[src/rtl/csr_trap_ctrl_pkg.sv]
// Shared constants for the CSR trap/mret sequencer: CSR addresses,
// mstatus bit positions and the sequencer state encoding.
package csr_trap_ctrl_pkg;

  localparam logic [11:0] CSR_MSTATUS = 12'h300;
  localparam logic [11:0] CSR_MTVEC   = 12'h305;
  localparam logic [11:0] CSR_MEPC    = 12'h341;
  localparam logic [11:0] CSR_MCAUSE  = 12'h342;

  localparam int MIE_BIT  = 3;
  localparam int MPIE_BIT = 7;
  localparam int MPP_HI   = 12;
  localparam int MPP_LO   = 11;

  typedef enum logic [2:0] {
    IDLE    = 3'd0,
    RD_STAT = 3'd1,
    T_SAVE  = 3'd2,
    T_STAT  = 3'd3,
    M_STAT  = 3'd4,
    REDIR   = 3'd5
  } state_t;

endpackage

[src/rtl/csr_trap_ctrl.sv]
// Sequences ecall trap entry and mret through the CSR file, and hands the
// CSR ports to the core's CSR-instruction path whenever it is idle.
module csr_trap_ctrl
  import csr_trap_ctrl_pkg::*;
#(
  parameter int          XLEN      = 32,
  parameter logic [11:0] NULL_ADDR = 12'h000,
  parameter logic [1:0]  MPP_M     = 2'b11
) (
  input  logic            clk,
  input  logic            rst,
  input  logic            trap_req,
  input  logic [XLEN-1:0] trap_cause,
  input  logic [XLEN-1:0] trap_pc,
  input  logic            mret_req,
  output logic            req_ready,
  output logic            busy,
  input  logic            sw_wen,
  input  logic [11:0]     sw_waddr,
  input  logic [XLEN-1:0] sw_wdata,
  input  logic [11:0]     sw_raddr,
  output logic            sw_ready,
  output logic [XLEN-1:0] sw_rdata,
  output logic            csr_wen,
  output logic [11:0]     csr_waddr1,
  output logic [XLEN-1:0] csr_wdata1,
  output logic [11:0]     csr_waddr2,
  output logic [XLEN-1:0] csr_wdata2,
  output logic [11:0]     csr_raddr,
  input  logic [XLEN-1:0] csr_rdata,
  output logic            redirect_valid,
  output logic [XLEN-1:0] redirect_pc
);

  state_t          state;
  logic            is_trap;
  logic [XLEN-1:0] cause_q;
  logic [XLEN-1:0] pc_q;
  logic [XLEN-1:0] stat_q;
  logic [XLEN-1:0] target_q;

  // Trap entry: stash MIE into MPIE, disable interrupts, stay in M-mode.
  function automatic logic [XLEN-1:0] trap_status(input logic [XLEN-1:0] s);
    logic [XLEN-1:0] r;
    r                 = s;
    r[MPIE_BIT]       = s[MIE_BIT];
    r[MIE_BIT]        = 1'b0;
    r[MPP_HI:MPP_LO]  = MPP_M;
    return r;
  endfunction

  function automatic logic [XLEN-1:0] mret_status(input logic [XLEN-1:0] s);
    logic [XLEN-1:0] r;
    r                 = s;
    r[MIE_BIT]        = s[MPIE_BIT];
    r[MPIE_BIT]       = 1'b1;
    r[MPP_HI:MPP_LO]  = MPP_M;
    return r;
  endfunction

  always_ff @(posedge clk or posedge rst) begin
    if (rst) begin
      state    <= IDLE;
      is_trap  <= 1'b0;
      cause_q  <= '0;
      pc_q     <= '0;
      stat_q   <= '0;
      target_q <= '0;
    end else begin
      case (state)
        IDLE: begin
          // A trap outranks a simultaneous mret; the mret is simply dropped.
          if (trap_req) begin
            is_trap <= 1'b1;
            cause_q <= trap_cause;
            pc_q    <= trap_pc;
            state   <= RD_STAT;
          end else if (mret_req) begin
            is_trap <= 1'b0;
            state   <= RD_STAT;
          end
        end
        RD_STAT: begin
          stat_q <= csr_rdata;
          state  <= is_trap ? T_SAVE : M_STAT;
        end
        T_SAVE: state <= T_STAT;
        T_STAT: begin
          target_q <= {csr_rdata[XLEN-1:2], 2'b00};
          state    <= REDIR;
        end
        M_STAT: begin
          target_q <= csr_rdata;
          state    <= REDIR;
        end
        REDIR:   state <= IDLE;
        default: state <= IDLE;
      endcase
    end
  end

  assign busy     = (state != IDLE);
  assign sw_rdata = csr_rdata;

  always_comb begin
    req_ready      = 1'b0;
    sw_ready       = 1'b0;
    csr_wen        = 1'b0;
    csr_waddr1     = NULL_ADDR;
    csr_wdata1     = '0;
    csr_waddr2     = NULL_ADDR;
    csr_wdata2     = '0;
    csr_raddr      = NULL_ADDR;
    redirect_valid = 1'b0;
    redirect_pc    = '0;
    case (state)
      IDLE: begin
        req_ready  = 1'b1;
        csr_waddr1 = sw_waddr;
        csr_wdata1 = sw_wdata;
        csr_raddr  = sw_raddr;
        // An accepted request claims the ports, so the core's write is dropped.
        if (!(trap_req || mret_req)) begin
          sw_ready = 1'b1;
          csr_wen  = sw_wen;
        end
      end
      RD_STAT: csr_raddr = CSR_MSTATUS;
      T_SAVE: begin
        csr_wen    = 1'b1;
        csr_waddr1 = CSR_MEPC;
        csr_wdata1 = pc_q;
        csr_waddr2 = CSR_MCAUSE;
        csr_wdata2 = cause_q;
      end
      T_STAT: begin
        csr_wen    = 1'b1;
        csr_waddr1 = CSR_MSTATUS;
        csr_wdata1 = trap_status(stat_q);
        csr_raddr  = CSR_MTVEC;
      end
      M_STAT: begin
        csr_wen    = 1'b1;
        csr_waddr1 = CSR_MSTATUS;
        csr_wdata1 = mret_status(stat_q);
        csr_raddr  = CSR_MEPC;
      end
      REDIR: begin
        redirect_valid = 1'b1;
        redirect_pc    = target_q;
      end
      default: ;
    endcase
  end

endmodule

[config.mk]
export PLATFORM = sky130hd
export DESIGN_NAME = csr_trap_ctrl
export DESIGN_NICKNAME = d
export VERILOG_FILES = /design/src/rtl/csr_trap_ctrl_pkg.sv /design/src/rtl/csr_trap_ctrl.sv
export SDC_FILE = /design/constraint.sdc
export NUM_CORES = 1
export LEC_CHECK = 0
export BUFFER_PORTS_ARGS = -buffer_cell sky130_fd_sc_hd__buf_2
export CAP_MARGIN = 20
export CORE_ASPECT_RATIO = 0.9
export CORE_MARGIN = 4
export CORE_UTILIZATION = 50
export CTS_BUF_LIST = sky130_fd_sc_hd__clkbuf_8 sky130_fd_sc_hd__clkbuf_16
export CTS_CLUSTER_DIAMETER = 40
export DETAILED_ROUTE_END_ITERATION = 12
export GPL_TIMING_DRIVEN = 0
export HOLD_SLACK_MARGIN = 0.15
export PLACE_DENSITY = 0.8
export RECOVER_POWER = 50
export SETUP_SLACK_MARGIN = 0.3
export SYNTH_ARGS = -nofsm -noshare
export SYNTH_HDL_FRONTEND = slang
export SYNTH_SLANG_ARGS = --single-unit
[constraint.sdc]
create_clock -name clk -period 12.1 [get_ports clk]
set_input_delay 2.42 -clock clk [delete_from_list [all_inputs] [get_ports clk]]
set_output_delay 2.42 -clock clk [all_outputs]
set_load 0.02 [all_outputs]
# == Word-level counts from Yosys, hierarchy flattened ==
# Cells that the tools add are included.
# classes
n_reduce_logical,9
mux,19
eq_ne,6
# ops
op,count
$pmux W32 S4,1
$mux W32,2
$pmux W32 S2,1
$pmux W12 S4,1
$pmux W12 S3,1
$pmux W3 S4,1
$mux W10,1
$mux W3,3
$mux W1,7
$eq A3 B2 Y1 const B,2
$eq A3 B3 Y1 const B,2
$reduce_and A2 Y1,2
$reduce_bool A2 Y1,2
$eq A3 B1 Y1 const B,1
$logic_not A3 Y1,1
$ne A3 B3 Y1 const B,1
$reduce_bool A3 Y1,1
$reduce_or A3 Y1,1
$pmux W1 S2,1
$reduce_or A2 Y1,1
$logic_or A1 B1 Y1,1
# totals
ff_bits,132
output_inout_bits,169

# == Longest topological paths before layout ==
# depth
word_depth,3
depth_mapped,6

# == Worst setup path after synthesis ==
# Ideal clock, no wire load.
# synth_path
kind,in2out
from,input mret_req
to,output csr_wen
arrival_time_ns,3.142
setup_slack_ns,6.538
required_time_ns,9.680
cell_stages,3
path_cell_list,nor2_1 -> a211oi_1 -> a211oi_1
# synth_via
elab_chain_len,3
# synth_rtl
element,line_no,text
"start, declared",csr_trap_ctrl.sv:15,"input logic mret_req,"
$logic_or A1 B1 Y1,csr_trap_ctrl.sv:123,if (!(trap_req || mret_req)) begin
$mux W1,csr_trap_ctrl.sv:123,
$pmux W1 S2,csr_trap_ctrl.sv:116,case (state)
"end, declared",csr_trap_ctrl.sv:24,"output logic csr_wen,"
# Every way passes these cells.

==> run metrics <==
result of the run finished, violations left; violated checks max-capacitance violations, max-slew violations; sequential standard cell area 3253 um^2; final hold slack 0.4754 ns; Mapped Area 7298 um^2; non-filler instance count after layout 1,219; Routability Congestion 0.8466; count of flip-flops with a built-in enable after synthesis 0; clock insertion delay at the later pin of the skew report 0.43 ns; sum of overflow across all layers after global routing 0; remaining design rule violation count 0; Power per Cell Area 271.1 nW/um^2; Hold Path Origin cause_q[10]; NumNets Final 1,169; Syn Area/Cell 10.93 um^2; Largest stage delay, worst path 2.55 ns; data arrival at the endpoint of the critical path 6.75 ns; first drt pass iteration count 5; final slew viol count 133; first-pass GRT wire length 35,200 um; average wire length per cell after detail routing 18.96 um; highest metal layer used by the detailed router met4; die area 16,600 um^2; category of the most critical setup path in2async; clock period minus final worst setup slack 7.021 ns; via count of the first global-routing pass 6,557; worst vdd ir 0.1731 mV; DR iter-0 viols 355; cell depth of the worst flop-to-flop path 5; total wirelength of the detailed-routed design 23,110 um; total number of yosys warnings 0; number of distinct library cell variants in the gate-level netlist after synthesis 40; final-report setup violation count 0; type of the most critical hold path reg2reg; number of H-tree levels 4; most frequent cell after synthesis dfrtp_1; Hold Path Cell Cnt 1; Chip Width 135.4 um; area used by multi-input combinational logic 3385 um^2; average vias per placed instance 5.358; Post-Synthesis Cells 668; Critical R2R Launch state[0]; Critical path origin rst; most used flip-flop cell after synthesis dfrtp_1; register bit total from synthesis 130; area of the core region 14,160 um^2; pin count of the biggest net entering global routing 67; initial antenna violation count 3; count of clock tree sinks 130; flop2flop setup slack 9.67 ns; sum of negative setup slack 0 ns; maximum clock rate 142.4 MHz; number of placed I/O pins 326; sum of net half-perimeters after detailed placement 18,000 um; fraction of layout cells with a size suffix above 1 0.4555; kind of capture point of the worst setup path asynchronous set/reset pin; placed cells 1,186; routed vias 6,531; maximum fanout encountered on the critical timing path 66; TritonCTS buffer count 17; share of synthesized area occupied by flip-flops and latches 0.4457; clock tree root buffer cell clkbuf_16; destination of the worst hold path cause_q[10]; leakage dissipation 4.771 nW; number of core rows 41; total met2 wirelength after detailed routing 11,620 um; Final Core Density 0.6816; type of element launching the critical path primary input; effective utilization at floorplan 0.5155; detailed route wirelength on metal3 2022 um; Clock Skew 0.006531 ns; hold violation total from the final report 0; slowest stage cell on the critical path clkbuf_1; top cells by count, synth dfrtp_1, mux2_2, buf_4, and2_1, mux2_1; headroom to the max-slew limit -1.330; final clock period utilization by the worst path 0.5803; layout-stage area growth over the synthesis result 32.23%; Port Buf Inserts 317; buffers inserted by post-CTS timing repair 0; cts-stage hold buffer count 0; unrepaired setup endpoints after global routing false; cell type contributing the most total cell area after synthesis dfrtp_1; Reg clk slew, reported paths 0.05 ns; TritonCTS clock tree yes; Fill cells 1,172; data required time of the critical path 11.83 ns; Max Buffers Root-to-Sink 2; overall die height 122.6 um; number of nets with antenna violations after routing 0; actual slew at the worst max-slew pin 3.495 ns; cts repair resizes 0; share of Yosys cell area claimed by the top area cell type 0.4457; routed length on met1 8958 um; gr usage total 0.2759; Max-cap violations 2; Reg-to-Reg End pc_q[7]; sequence of cells on the critical path buf_2, clkinvlp_2, clkbuf_1; ys async rst share 1.000; cell types with the largest area share after synthesis dfrtp_1, mux2_2, mux2_1
==> worst max path at each step <==
stage,slack (ns),cells past startpoint,endpoint
floorplan,6.21,1,cause_q[0]
global placement,4.68,2,pc_q[8]
detailed placement,6.42,5,csr_wen
CTS,6.41,5,csr_wen
global route,3.98,3,stat_q[8]
finish,5.08,3,stat_q[8]
==> cell usage in the layout, fill, tap and decap left out, types with 9 or more instances in the layout <==
master       n
mux2_1      50
mux2i_1     30
clkbuf_16   17
o211ai_1    21
o21ai_0     25
and3_1      32
nor2_1      43
buf_2      304
mux2_2      53
o221a_2     21
nand3_1     19
nand2_1     30
clkbuf_1    54
nor3b_1     21
and2_1      49
buf_4       50
dfrtp_1    130
o2bb2ai_1    9
==> layout make-up <==
type	instances	area share
Antenna cell	3	0.0007779
Buffer	99	0.06807
Clock buffer	18	0.04551
Clock inverter	12	0.01076
Inverter	4	0.001685
Multi-Input combinational cell	442	0.3507
Sequential cell	130	0.3371
Tap cell	193	0.02502
Timing Repair Buffer	318	0.1604
==> where the power goes <==
group	internal [W]	total, W	switching [W]
registers	0.000656	0.000783	0.000128
clock network	0.000300	0.000482	0.000182
logic	0.000575	0.00135	0.000777
total	0.00153	0.00262	0.00109
==> kinds of logic (layout without fill, tap and decap cells) <==
group | Yosys count | after routing | share of synthesized area
AND/OR/NAND/NOR | 207 | 207 | 0.1584
multiplexers | 133 | 133 | 0.2001
other | 1 | 11 | 0.0005138
flip-flops | 130 | 130 | 0.4457
buffers and inverters | 103 | 451 | 0.09378
AO/OA/AOI/OAI | 94 | 94 | 0.1015
==> state kept, by name (all words and copies together), names as in the netlist <==
register and count:
stat_q 30, state 3, cause_q 32, is_trap 1, target_q 32, pc_q 32
==> metrics by stage <==
stage	cell area, um^2	setup WS, ns	power (W)
2_1_floorplan	7325	6.211	0.001713
3_3_place_gp	9153	4.684	0.002107
3_5_place_dp	9185	6.416	0.002147
4_1_cts	9728	6.408	0.002633
5_1_grt	9651	3.985	0.002783
6_report	9651	5.079	0.002616
==> worst max-delay path, delay by kind of cell <==
kind	cells	cell delay [ns]
buf+inv	3	4.26
==> metal layers <==
metal	GRT usage	vias to the layer above
li1	-	3003
met1	0.3442	3187
met2	0.4680	304
met3	0.07910	37
met4	0.08375	0
met5	0	-
Power figures use the tool's default switching activity.
